### src/rtl/jtframe_resync_pkg.sv
// jtframe_resync_pkg: shared state type, offset limits and arithmetic helpers
// for the sync offset controller.
package jtframe_resync_pkg;

  typedef enum logic [1:0] {
    ST_IDLE,
    ST_APPLY,
    ST_SETTLE
  } state_e;

  localparam int OFS_W   = 4;
  localparam int OFS_MAX = 7;
  localparam int OFS_MIN = -8;

  // A step past either limit leaves the offset where it is.
  function automatic logic signed [OFS_W-1:0] sat_add4(
    input logic signed [OFS_W-1:0] a,
    input logic signed [1:0]       d
  );
    logic signed [OFS_W:0] s;
    s = {a[OFS_W-1], a} + {{(OFS_W-1){d[1]}}, d};
    if (s > OFS_MAX || s < OFS_MIN)
      return a;
    return s[OFS_W-1:0];
  endfunction

  // Last press wins; opposite presses together cancel the axis.
  function automatic logic signed [1:0] axis_merge(
    input logic signed [1:0] cur,
    input logic              inc,
    input logic              dec
  );
    if (inc && dec) return 2'sd0;
    if (inc)        return 2'sd1;
    if (dec)        return -2'sd1;
    return cur;
  endfunction

endpackage

### src/rtl/jtframe_resync_btn.sv
// jtframe_resync_btn: press detector for one button; adds frame-based
// auto-repeat when JTFRAME_RESYNC_AUTOREP_EN is defined.
module jtframe_resync_btn #(
  parameter bit AUTOREP   = 1'b1,
  parameter int REP_DELAY = 20,
  parameter int REP_RATE  = 4
)(
  input  logic clk,
  input  logic rst_n,
  input  logic cen,
  input  logic enable,
  input  logic tick,
  input  logic btn,
  output logic press
);

  logic last;
  logic edge_p;

  always_ff @(posedge clk or negedge rst_n) begin
    if (!rst_n)   last <= 1'b0;
    else if (cen) last <= btn;
  end

  assign edge_p = cen & enable & btn & ~last;

`ifdef JTFRAME_RESYNC_AUTOREP_EN
  logic [5:0] cnt;
  logic [5:0] cnt_inc;
  logic       rep;

  assign cnt_inc = cnt + 6'd1;
  assign rep = AUTOREP && cen && tick && enable && btn
            && (cnt_inc == 6'(REP_DELAY));

  always_ff @(posedge clk or negedge rst_n) begin
    if (!rst_n) begin
      cnt <= '0;
    end else if (cen) begin
      if (!AUTOREP || !btn || !enable) cnt <= '0;
      else if (rep)  cnt <= 6'(REP_DELAY - REP_RATE);
      else if (tick) cnt <= cnt_inc;
    end
  end

  assign press = edge_p | rep;
`else
  localparam int unused_p = REP_DELAY + REP_RATE + int'(AUTOREP);
  logic unused_tick;
  assign unused_tick = tick;
  assign press = edge_p;
`endif

endmodule

### src/rtl/jtframe_resync_ctrl.sv
// jtframe_resync_ctrl: applies OSD offset requests at vertical blank start,
// then waits a settle window. Auto-repeat: JTFRAME_RESYNC_AUTOREP_EN.
module jtframe_resync_ctrl
  import jtframe_resync_pkg::*;
#(
  parameter int SETTLE_FRAMES = 2,
  parameter int REP_DELAY     = 20,
  parameter int REP_RATE      = 4
)(
  input  logic       clk,
  input  logic       rst_n,
  input  logic       pxl_cen,
  input  logic       LVBL,
  input  logic       enable,
  input  logic       btn_up,
  input  logic       btn_dn,
  input  logic       btn_lf,
  input  logic       btn_rt,
  input  logic       btn_clr,
  output logic [3:0] hoffset,
  output logic [3:0] voffset,
  output logic       busy,
  output logic       changed
);

  state_e st, st_nx;
  logic   last_lvbl;
  logic   tick;
  logic   p_up, p_dn, p_lf, p_rt, p_clr;

  logic signed [1:0] pend_h, pend_v;
  logic signed [1:0] base_h, base_v;
  logic signed [1:0] pend_h_nx, pend_v_nx;
  logic              pend_clr, pend_clr_nx;
  logic              any_pend;

  logic [3:0]              settle_cnt, settle_nx;
  logic signed [OFS_W-1:0] hofs, vofs, h_nx, v_nx;
  logic                    chg_nx;

  assign tick = pxl_cen & last_lvbl & ~LVBL;

  jtframe_resync_btn #(
    .AUTOREP(1'b1), .REP_DELAY(REP_DELAY), .REP_RATE(REP_RATE)
  ) u_up (
    .clk(clk), .rst_n(rst_n), .cen(pxl_cen), .enable(enable),
    .tick(tick), .btn(btn_up), .press(p_up)
  );

  jtframe_resync_btn #(
    .AUTOREP(1'b1), .REP_DELAY(REP_DELAY), .REP_RATE(REP_RATE)
  ) u_dn (
    .clk(clk), .rst_n(rst_n), .cen(pxl_cen), .enable(enable),
    .tick(tick), .btn(btn_dn), .press(p_dn)
  );

  jtframe_resync_btn #(
    .AUTOREP(1'b1), .REP_DELAY(REP_DELAY), .REP_RATE(REP_RATE)
  ) u_lf (
    .clk(clk), .rst_n(rst_n), .cen(pxl_cen), .enable(enable),
    .tick(tick), .btn(btn_lf), .press(p_lf)
  );

  jtframe_resync_btn #(
    .AUTOREP(1'b1), .REP_DELAY(REP_DELAY), .REP_RATE(REP_RATE)
  ) u_rt (
    .clk(clk), .rst_n(rst_n), .cen(pxl_cen), .enable(enable),
    .tick(tick), .btn(btn_rt), .press(p_rt)
  );

  jtframe_resync_btn #(
    .AUTOREP(1'b0), .REP_DELAY(REP_DELAY), .REP_RATE(REP_RATE)
  ) u_clr (
    .clk(clk), .rst_n(rst_n), .cen(pxl_cen), .enable(enable),
    .tick(tick), .btn(btn_clr), .press(p_clr)
  );

  // Presses on this cycle are merged before the IDLE decision.
  always_comb begin
    base_h      = (st == ST_APPLY) ? 2'sd0 : pend_h;
    base_v      = (st == ST_APPLY) ? 2'sd0 : pend_v;
    pend_h_nx   = axis_merge(base_h, p_rt, p_lf);
    pend_v_nx   = axis_merge(base_v, p_dn, p_up);
    pend_clr_nx = (pend_clr && st != ST_APPLY) || p_clr;
    if (!enable) begin
      pend_h_nx   = 2'sd0;
      pend_v_nx   = 2'sd0;
      pend_clr_nx = 1'b0;
    end
    any_pend = pend_clr_nx || pend_h_nx != 2'sd0 || pend_v_nx != 2'sd0;
  end

  always_comb begin
    st_nx     = st;
    settle_nx = settle_cnt;
    h_nx      = hofs;
    v_nx      = vofs;
    chg_nx    = 1'b0;
    unique case (st)
      ST_IDLE: begin
        if (tick && any_pend) st_nx = ST_APPLY;
      end
      ST_APPLY: begin
        if (pend_clr) begin
          h_nx = '0;
          v_nx = '0;
        end else begin
          h_nx = sat_add4(hofs, pend_h);
          v_nx = sat_add4(vofs, pend_v);
        end
        chg_nx    = (h_nx != hofs) || (v_nx != vofs);
        settle_nx = 4'(SETTLE_FRAMES);
        st_nx     = (SETTLE_FRAMES == 0) ? ST_IDLE : ST_SETTLE;
      end
      ST_SETTLE: begin
        if (tick) begin
          settle_nx = settle_cnt - 4'd1;
          if (settle_cnt <= 4'd1) st_nx = ST_IDLE;
        end
      end
      default: st_nx = ST_IDLE;
    endcase
  end

  always_ff @(posedge clk or negedge rst_n) begin
    if (!rst_n) begin
      st         <= ST_IDLE;
      settle_cnt <= '0;
      hofs       <= '0;
      vofs       <= '0;
      changed    <= 1'b0;
      pend_h     <= 2'sd0;
      pend_v     <= 2'sd0;
      pend_clr   <= 1'b0;
      last_lvbl  <= 1'b1;
    end else if (pxl_cen) begin
      st         <= st_nx;
      settle_cnt <= settle_nx;
      hofs       <= h_nx;
      vofs       <= v_nx;
      changed    <= chg_nx;
      pend_h     <= pend_h_nx;
      pend_v     <= pend_v_nx;
      pend_clr   <= pend_clr_nx;
      last_lvbl  <= LVBL;
    end
  end

  assign hoffset = hofs;
  assign voffset = vofs;
  assign busy    = (st != ST_IDLE);

endmodule

### config.mk
export PLATFORM = sky130hd
export DESIGN_NAME = jtframe_resync_ctrl
export DESIGN_NICKNAME = d
export VERILOG_FILES = /design/src/rtl/jtframe_resync_pkg.sv /design/src/rtl/jtframe_resync_btn.sv /design/src/rtl/jtframe_resync_ctrl.sv
export SDC_FILE = /design/constraint.sdc
export NUM_CORES = 1
export LEC_CHECK = 0
export CORE_ASPECT_RATIO = 1.1
export CORE_UTILIZATION = 60
export CTS_CLUSTER_DIAMETER = 80
export CTS_CLUSTER_SIZE = 24
export DETAILED_ROUTE_END_ITERATION = 8
export GPL_TIMING_DRIVEN = 0
export PLACE_DENSITY_LB_ADDON = 0.08
export REMOVE_ABC_BUFFERS = 1
export SYNTH_ARGS = -nofsm -noshare
export SYNTH_HDL_FRONTEND = slang
export SYNTH_SLANG_ARGS = --single-unit
export TNS_END_PERCENT = 50
### constraint.sdc
create_clock -name clk -period 4.5 [get_ports clk]
set_input_delay 0.675 -clock clk [delete_from_list [all_inputs] [get_ports clk]]
set_output_delay 0.675 -clock clk [all_outputs]
set_load 0.03 [all_outputs]
After elaboration in Yosys (flattened, before gate mapping)
Index checks and enable logic that the tools add are counted.

Memory bits (read-only): 0. Flip-flop bits (word level): 26. Output and inout port bits: 10. Word-level logic and storage cells: 117. Latch bits: 0. RAM bits: 0. Bits of input ports: 10. Memories: 0.

Divide/modulo/power cells: 0. Reduce and logical (&&, ||, !) cells: 18. Bitwise logic cells: 19. Muxes and demuxes: 50. Shift operators: 0. $lt $le $gt $ge: 5. $add $sub $neg: 3. Multipliers: 0. Eq/ne operators: 8.

Operator list (number): $mux 2 (19); $mux 4 (9); $mux 1 (20); $and 1x1->1 (13); $add 4x2->5 (2); $gt 5x4->1 const B (2); $lt 5x4->1 const B (2); $ne 4x4->1 (2); $pmux 4 s2 (1); $reduce_bool 2->1 (4); $logic_or 1x1->1 (6); $ne 2x2->1 const B (3); $not 1->1 (6); $pmux 2 s3 (1); $le 4x1->1 const B (1); $logic_and 1x1->1 (4); $reduce_and 4->1 (1); $sub 4x1->4 const B (1); $reduce_and 3->1 (1); $eq 2x1->1 const B (1); $eq 2x2->1 const B (1); $logic_not 2->1 (1); $ne 2x1->1 const B (1); $reduce_and 2->1 (1).

Depth between registers and ports, before layout
Gate-level depths: netlist (run 1).

Depth after elaboration: 18. Mapped depth: 9. Depth with buffers taken out: 9.

Hierarchy
From an unflattened synthesis (run 1), not the netlist that was laid out.

Cells, all modules: 216. Area, all modules: 1973.1 um^2.

By module, submodules not included: jtframe_resync_ctrl (times used 1, area an instance 1716.6 um^2, cells an instance 201); jtframe_resync_btn (times used 5, area an instance 51.3 um^2, cells an instance 3).

Worst setup path after synthesis (run 1)
Ideal clock, no wire load.

Path type: register to register. Start point: register hofs[0], in the netlist hoffset[0]. End point: register changed. Stages on the path, launching flop included: 10. Buffers on the path: 0. Setup time: 0.126 ns. Path slack: 1.865 ns. Arrival time: 2.509 ns. Period minus slack after synthesis: 2.635 ns. Data required time: 4.374 ns. Cells stage by stage: dfrtp_1 -> ha_1 -> inv_1 -> fa_1 -> nand2b_1 -> a21oi_1 -> xnor2_1 -> a31oi_1 -> or4_1 -> o32a_1.

Word-level cells in the longest chain between the ends: 12. Elaborated cells on any way between the ends: 14. Those cells by class: 1 x add/sub; 2 x order compare; 1 x eq/ne; 8 x mux; 2 x reduce/logical.

Ends and longest elaborated chain: start: declaration (RTL line jtframe_resync_ctrl.sv:38) `logic signed [OFS_W-1:0] hofs, vofs, h_nx, v_nx;`; start signal: assignment (RTL line jtframe_resync_ctrl.sv:139) `hofs <= h_nx;`; $add 4x2->5 (RTL line jtframe_resync_pkg.sv:21) `s = {a[OFS_W-1], a} + {{(OFS_W-1){d[1]}}, d};`; $gt 5x4->1 or $lt 5x4->1 (tied branches) (RTL line jtframe_resync_pkg.sv:22) `if (s > OFS_MAX || s < OFS_MIN)`; $logic_or 1x1->1 (RTL line jtframe_resync_pkg.sv:22); $mux 1 (RTL line jtframe_resync_pkg.sv:22); $mux 1 (RTL line jtframe_resync_ctrl.sv:104) `if (pend_clr) begin`; $mux 1 (RTL line jtframe_resync_ctrl.sv:99) `unique case (st)`; $mux 4 (RTL line jtframe_resync_pkg.sv:24) `return s[OFS_W-1:0];`; $mux 4 (RTL line jtframe_resync_ctrl.sv:104); $mux 4 (RTL line jtframe_resync_ctrl.sv:99); $ne 4x4->1 (*) (RTL line jtframe_resync_ctrl.sv:111) `chg_nx = (h_nx != hofs) || (v_nx != vofs);`; $logic_or 1x1->1 (*) (RTL line jtframe_resync_ctrl.sv:111); $mux 1 (*) (RTL line jtframe_resync_ctrl.sv:99); end signal: assignment (RTL line jtframe_resync_ctrl.sv:141) `changed <= chg_nx;`; end: declaration (RTL line jtframe_resync_ctrl.sv:23) `output logic changed`.

Every way passes the cells marked *; elsewhere a longest branch is shown, timed or not. The select of a mux whose other input is x is not followed. A chain may end at the register's enable or synchronous reset.

Worst setup path after layout (run 1)
Start point: input pxl_cen. End point: register vofs[3], in the netlist voffset[3].

Word-level cells in the longest chain between the ends: 1.

Ends and longest elaborated chain: start: declaration (RTL line jtframe_resync_ctrl.sv:12) `input logic pxl_cen,`; $reduce_and 2->1 (no source line); end signal: assignment (RTL line jtframe_resync_ctrl.sv:140) `vofs <= v_nx;`; end: declaration (RTL line jtframe_resync_ctrl.sv:38).

Every way passes these cells.

==> impl_results.md, run 1 <==
* Worst-path clk slew at ~0.15 ns
* Peak supply drop at roughly 0.41 mV
* Seq/Total Area, Yosys at a little over a third
* Grt ovf at 0
* Commonest cells after routing, fill and taps aside: dfrtp_1, nand2_1, clkdlybuf4s50_1
* Endpoints failing setup at 0
* Cells after DPL at ~250
* Final setup TNS at 0 ns
* Post-synthesis cell count at slightly below 200
* Final critical-path share of the clock period at between 60% and 70%
* Hold slack at approximately 0.53 ns
* Vias at 1594
* Core area at ~0.0028 sq mm
* Initial DRC Count at 62
* PD cells at 606 mW/mm^2
* RSZ-0062 raised after global routing: no
* Initial core utilization at approximately 64%
* IO Count at 20
* Vias per cell at between 6 and 7
* Initial antenna violation count at 0
* Wirelength per Cell at between 15 and 20 um
* TritonCTS clock tree: yes
* Critical Path Sink Type: flop
* First-pass GRT wire length at around 6.7 mm
* Nets@finish at 240
* Global-route usage over all layers at roughly 29%
* Netlist Area Pre-Place at between 0.0015 and 0.002 sq mm
* Layout cells sized above 1 at approximately a tenth
* Top cells by area, synth: dfrtp_1, ha_1, nand2_1, o21ai_0, a21oi_1
* CTS Hold Buffers Added at 0
* Seq cells post-synth at 26
* Fmax at between 300 and 400 MHz
* Worst Hold Class: reg2reg
* Full die area at about 0.0032 sq mm
* Slew headroom at approximately 58%
* CP arrival at 3.21 ns
* Yosys warning total at 0
* CTS Buffer Depth at 2
* Clk sinks at 26
* Pwr Total at between 0.001 and 0.0015 W
* Synth Flop Type: dfrtp_1
* Post-CTS Resized at 0
* Outcome: finished clean
* Detailed-route wire length at roughly 3.9 mm
* Startpoint Class: primary input
* P_leak at between 0.8 and 0.9 nW
* Num rows at 20
* First-pass DRT Iterations at 4
* Pin count of the biggest net entering global routing at 27
* Die height at 59.6 um
* Root Buffer: clkbuf_4
* Setup Buffers After CTS at 0
* Area grow syn2layout at 14.2%
* Final Hold Vio Count at 0
* Max-cap violations at 0
* Mean post-synth cell area at between 9 and 10 sq um
* Async S/R FF share, synth at 100%
* Yosys top cell by area: dfrtp_1
* Final core occ at 73.1%
* Slew @ Worst Pin at 0.634 ns
* Ant diodes at 0
* Minimum clock period at roughly 2.9 ns
* Synth cell types at 53
* Die width at between 50 and 60 um
* HPWL after DPL at ~2.9 mm
* Commonest non-fill, non-tap cell in the layout: dfrtp_1
* Clk_lat worst skew at about 0.33 ns
* Critical path peak fanout at 17
* Clock skew at ~0.0073 ns
* Fin cells at between 200 and 300
* Total CTS buffers at 3
* Post-route antenna net violation count at 0
* Global placer's final weighted congestion at between 0.8 and 0.9
* Post-synth EDFFs at 0
* CP Data Required Time at between 4 and 5 ns
* Top cell type's share of synthesized area at between 30% and 40%
* Vias in the first global route at about 1600
* I/O Buffers at 19
* H-Tree Depth at 1
* Crit path kind: in2reg
* Max Slew Vio Count at 0
* Residual DRC at 0
## critical path: stages
cell,delay [ns]
clkdlybuf4s50_1,0.88
inv_1,0.30
or2_1,0.48
or4_1,0.57
a31oi_1,0.20
a21o_1,0.10
## stage by stage
step                      setup WS (ns)  instance area (sq um)
after detailed placement           1.24                   2000
after floorplan                    1.87                   1770
final                              1.58                   2070
after global placement             1.30                   2000
after global routing               1.46                   2070
after CTS                          1.60                   2040
## cells by family after synthesis
logic type                 share of synthesized area (%)
AOI/OAI and AO/OA                                   21.6
adders and majority gates                           9.12
xor gates and xnor gates                            3.80
buffers and inverters                               4.77
and+or+nand+nor                                     21.0
DFF                                                 36.0
muxes                                               3.66
## report_power, final
part,switching [W],total [W],internal (W)
Clock,0.0000747,0.000124,0.0000495
Combinational,0.000405,0.000731,0.000326
Sequential,0.000103,0.000398,0.000295
## cells in the mapped netlist (4+ instances only)
master	n
o22ai_1	4
a31oi_1	4
dfrtp_1	25
nand3_1	9
a22oi_1	4
o21ai_0	15
mux2_2	5
a21o_1	4
a21oi_1	14
nand2_1	21
ha_1	10
inv_1	13
nor2_1	8
nor3_1	6
## worst paths after layout
path	endpoint	cells after the start	slack [ns]	from
worst max-delay path	voffset[3]	6	1.58	pxl_cen
worst min-delay path	u_dn.last	1	0.53	u_dn.last
worst max register to register	changed	8	1.78	voffset[0]
worst min register to register	u_dn.last	1	0.53	u_dn.last
max in group asynchronous	last_lvbl	2	3.33	rst_n
min in group asynchronous	voffset[1]	1	0.63	rst_n
## area by class of cell
class | count | area [sq um]
multi-input cells | 154 | 1070
fillers | 217 | 759
flip-flops and latches | 26 | 652
repair buffers | 20 | 218
inverters | 13 | 48.8
well taps | 33 | 41.3
clock buffers | 4 | 36.3
## state kept, by name, summed over array words and instances (netlist names), 2 cells and up
name,cells
pend_h,2
pend_v,2
settle_cnt,4
voffset,4
hoffset,4
st,2
## routing by layer
layer  global-route usage, %  part of all wire [%]
met3                    4.10                   3.5
met2                    49.5                    53
met4                    15.0                   1.5
met1                    33.3                    42
met5                       0                     0
(Power assumes the default switching activity.)
==> run 2, diff against run 1 <==
Settings changed: CORE_UTILIZATION 60 to 56.
Clock period 4.5 ns to 2.9 ns, I/O delays scaled along.
==> impl_results.md, run 2 (synthesis gave the netlist of run 1 again) <==
* Outcome: finished clean
* Clk_lat worst skew at 0.34 ns
* Residual DRC at 0
* Final Hold Vio Count at 0
* Crit path depth at 9
* Clock skew at ~0.0082 ns
* Max Slew Vio Count at 0
* Slew @ Worst Pin at around 1.1 ns
* CTS Hold Buffers Added at 0
* Slew headroom at between 20% and 30%
* Initial antenna violation count at 0
* Crit path kind: reg2reg
* Worst Reg-to-Reg Cells at 9
* Final critical-path share of the clock period at 93.6%
* CP Data Required Time at between 3 and 4 ns
* Wire length on met2 at just under 2 mm
* CP peak stage delay at around 0.5 ns
* Setup Buffers After CTS at 0
* Pin count of the biggest net entering global routing at 27
* Fmax at between 300 and 400 MHz
* Critical path peak fanout at 7
* Combinational share of power at 57.6%
* Switch share at roughly 46%
* Nets@finish at about 240
* Clock network fraction of design power at just over 10%
* Placed instance area at around 0.002 sq mm
* Worst-path cell chain: ha_1, inv_1, fa_1, nand2b_1, a21oi_1, xnor2_1, a31oi_1, or4_1, o32a_1
* Vias in the first global route at between 1000 and 1500
* Commonest non-fill, non-tap cell in the layout: dfrtp_1
* Worst Hold Class: reg2reg
* Post-CTS Resized at 0
* Fin cells at 250
* TritonCTS clock tree: yes
* First-pass GRT wire length at 6.22 mm
* H-Tree Depth at 1
* Max-cap violations at 0
* Sequential share of power at between 30% and 40%
* Endpoints failing setup at 0
* CP arrival at 2.95 ns
* Highest Signal Layer: met4
* Cells after DPL at between 200 and 250
* Int Power at just over 0.001 W
* Global placer's final weighted congestion at 0.823
* Vias at around 1600
* Fin area at about 0.002 sq mm
* Worst-path clk slew at roughly 0.15 ns
* Minimum clock period at ~2.7 ns
* Critical Path Sink Type: flop
* WP buf/inv at 1
* M1 WL at between 1.5 and 2 mm
* P_leak at slightly below 0.9 nW
* CTS Buffer Depth at 2
* Vias per cell at 6.27
* HPWL after DPL at around 2.8 mm
* Layout cells sized above 1 at ~10%
* Ant diodes at 0
* Num rows at 21
* Full die area at around 0.0035 sq mm
* Total CTS buffers at 3
* Hold Crit Depth at 1
* I/O Buffers at 19
* Wirelength per Cell at around 15 um
* Area grow syn2layout at 12.8%
* Global-route usage over all layers at a little under a quarter
* Post-route antenna net violation count at 0
* Peak supply drop at roughly 0.6 mV
* CP max stage cell: or4_1
* Core area at slightly above 0.003 sq mm
* Commonest cells after routing, fill and taps aside: dfrtp_1, nand2_1, clkdlybuf4s50_1
* Met3 WL at ~150 um
* Die width at 56.2 um
* Initial core utilization at 58.9%
* Family with the most delay on the worst path: simple AND/OR/NAND/NOR gates
* RSZ-0062 raised after global routing: no
* Die height at around 62 um
* Clk sinks at 26
* Startpoint Class: flop
* First-pass DRT Iterations at 4
* Grt ovf at 0
* Sw Pwr at approximately 0.00089 W
* Initial DRC Count at 50
* Detailed-route wire length at roughly 3.8 mm
* PD cells at 940 mW/mm^2
* IO Count at 20
* Root Buffer: clkbuf_4
-- run 2: cell count changes in the layout (fill, tap and decap cells not counted), sizes merged --
| cell | delta |
|---|---|
| buf | -1 |
-- run 2: final cells by class --
class                           instances  area (sq um)
Clock buffer                            4          36.3
Fill cell                             244          1030
Inverter                               13          48.8
Multi-Input combinational cell        154          1070
Sequential cell                        26           652
Tap cell                               34          42.5
Timing Repair Buffer                   19           190
-- run 2: stage by stage --
stage / worst slack, ns / total power (W) / hold slack [ns] / setup TNS [ns] / utilization [%]
2_1_floorplan: 0.265 / 0.00142 / 0.139 / 0 / -
3_3_place_gp: -0.0727 / 0.00168 / 0.480 / -0.0727 / 65.2
3_5_place_dp: -0.0744 / 0.00172 / 0.486 / -0.0744 / 65.2
4_1_cts: 0.192 / 0.00192 / 0.520 / 0 / 66.4
5_1_grt: 0.0311 / 0.00208 / 0.539 / 0 / 66.4
6_report: 0.187 / 0.00192 / 0.517 / 0 / 66.4
-- run 2: final timing paths --
path / startpoint / endpoint / slack (ns)
min reg2reg: u_dn.last / u_dn.last / 0.52
max in group asynchronous: rst_n / changed / 1.53
min: u_dn.last / u_dn.last / 0.52
min in group asynchronous: rst_n / voffset[3] / 0.68
max reg2reg: hoffset[0] / changed / 0.19
max: hoffset[0] / changed / 0.19
-- run 2: worst reg2reg max path, cell delays in order, from the launching register on --
cell and delay (ns):
dfrtp_1 0.49, ha_1 0.22, inv_1 0.06, fa_1 0.39, nand2b_1 0.17, a21oi_1 0.15
xnor2_1 0.24, a31oi_1 0.09, or4_1 0.50, o32a_1 0.30
-- run 2: power by group through the flow --
stage / Clock (W) / Combinational, W / Sequential (W)
after global placement: 0 / 0.00107 / 0.000614
after detailed placement: 0 / 0.00110 / 0.000622
after CTS: 0.000200 / 0.00111 / 0.000614
after global routing: 0.000212 / 0.00123 / 0.000640
after floorplan: 0 / 0.000751 / 0.000671
final: 0.000196 / 0.00111 / 0.000618
-- run 2: metal layers --
metal  global-route usage [%]  vias up
li1                         -      763
met1                     26.9      761
met2                     42.7       36
met3                     3.78        7
met4                     13.9        0
met5                        0        -
==> run 3, diff against run 2 <==
Settings changed: CAP_MARGIN set to 10, CORE_UTILIZATION 56 to 63, DONT_BUFFER_PORTS set to 1.
==> impl_results.md, run 3 (synthesis gave the netlist of run 1 again) <==
* Pre-CTS setup slack at roughly 0.026 ns
* Clk sinks at 26
* Clock skew at 0.00745 ns
* Clock network fraction of design power at roughly a tenth
* Min setup slack post-route at 0.127 ns
* Endpoints failing setup at 0
* Num rows at 20
* CP arrival at about 3.0 ns
* Critical register-to-register path startpoint: hoffset[0]
* Vias in the first global route at ~1500
* Wirelength per Cell at approximately 16 um
* CP Data Required Time at about 3.1 ns
* TritonCTS clock tree: yes
* Vias at about 1500
* Worst-path clk slew at around 0.15 ns
* Startpoint Class: flop
* I/O Buffers at 0
* Initial DRC Count at 44
* Fmax at between 300 and 400 MHz
* Layout cells sized above 1 at a little over an eighth
* Full die area at 0.00309 sq mm
* Outcome: finished clean
* Detailed-route wire length at around 3.7 mm
* Hold slack at 0.202 ns
* Crit. Startpoint: hoffset[0]
* Critical Path Sink Type: flop
* Commonest cells after routing, fill and taps aside: dfrtp_1, nand2_1, o21ai_0
* Final Hold Vio Count at 0
* Nets@finish at ~220
* Initial antenna violation count at 0
* Root Buffer: clkbuf_4
* Die width at between 50 and 60 um
* Slew @ Worst Pin at around 0.57 ns
* Grt ovf at 0
* H-Tree Depth at 1
* FILL cells at around 220
* Combinational share of power at about half
* WP buf/inv at 1
* Worst Hold Class: in2reg
* Ant diodes at 0
* Max-cap violations at 0
* Sw Pwr at a little under 0.0009 W
* Int Power at approximately 0.00095 W
* Total CTS buffers at 3
* Placed instance area at roughly 0.0018 sq mm
* Worst-path cell chain: ha_1, inv_1, fa_1, nand2b_1, a21oi_1, xnor2_1, a31oi_1, or4_1, o32a_1
* RSZ-0062 raised after global routing: no
* Global placer's final weighted congestion at around 0.91
* Crit path kind: reg2reg
* Worst Reg-to-Reg Cells at 9
* Final critical-path share of the clock period at a little over nine tenths
* Vias per cell at 6.44
* Hold Path Origin: pxl_cen
* Final setup TNS at 0 ns
* Max Slew Vio Count at 0
* First-pass GRT wire length at 6.11 mm
* IO Count at 20
* P_leak at roughly 0.80 nW
* Sequential share of power at between 30% and 40%
* Fin area at 0.00188 sq mm
* Die height at around 58 um
* Slew headroom at 62.0%
* First-pass DRT Iterations at 5
* Post-route antenna net violation count at 0
* Clk_lat worst skew at approximately 0.32 ns
* Family with the most delay on the worst path: simple AND/OR/NAND/NOR gates
* Initial core utilization at 65.8%
* CP peak stage delay at between 0.5 and 0.6 ns
* Final core occ at between 60% and 70%
* Hold Crit Depth at 1
* Setup Buffers After CTS at 0
* Switch share at 48.2%
* Critical path peak fanout at 7
* Peak supply drop at around 0.52 mV
* Area grow syn2layout at 4.08%
* CTS Buffer Depth at 2
* Global-route usage over all layers at 27.0%
* Minimum clock period at 2.77 ns
* Commonest non-fill, non-tap cell in the layout: dfrtp_1
* HPWL after DPL at between 2 and 3 mm
* Pin count of the biggest net entering global routing at 27
* Core area at around 0.0028 sq mm
* CP max stage cell: dfrtp_2
* Crit path depth at 9
* PD cells at 972 mW/mm^2
* Residual DRC at 0
-- run 3: worst paths after layout --
check,slack [ns],endpoint
min in group asynchronous,0.51,voffset[1]
max in group asynchronous,2.16,last_lvbl
worst min-delay path,0.20,pend_clr
worst min register to register,0.52,u_rt.last
worst max-delay path,0.13,changed
worst max register to register,0.13,changed
-- run 3: timing repair --
action                     in CTS  in global routing
setup endpoints to repair       0                  1
hold endpoints to repair       26                  0
resized for setup               0                  3
hold buffers                    2                  0
-- run 3: per-stage QoR --
stage	cells	total power (W)
after floorplan	193	0.00142
after global placement	226	0.00155
after detailed placement	226	0.00162
after CTS	232	0.00181
after global routing	232	0.00197
final	232	0.00183
-- run 3: power groups by stage --
stage | Combinational, W | Clock (W) | Sequential [W]
3_5_place_dp | 0.000898 | 0 | 0.000718
3_3_place_gp | 0.000843 | 0 | 0.000708
6_report | 0.000926 | 0.000188 | 0.000718
5_1_grt | 0.00103 | 0.000202 | 0.000742
4_1_cts | 0.000912 | 0.000189 | 0.000710
2_1_floorplan | 0.000751 | 0 | 0.000671
-- run 3: final cells by class --
type	instances	area [sq um]	share of cell area, %
Multi-Input combinational cell	154	1070	56.9
Sequential cell	26	656	34.8
Inverter	13	48.8	2.59
Tap cell	33	41.3	2.19
Clock buffer	4	36.3	1.93
Timing Repair Buffer	2	30.0	1.59
-- run 3: routing by layer --
metal	routed length (um)	up-vias	track usage, %	part of all wire [%]
li1	-	727	-	-
met3	218	11	4.46	5.8
met1	1510	712	30.3	40
met4	87	0	11.3	2.3
met5	0	-	0	0
met2	1930	44	49.2	52
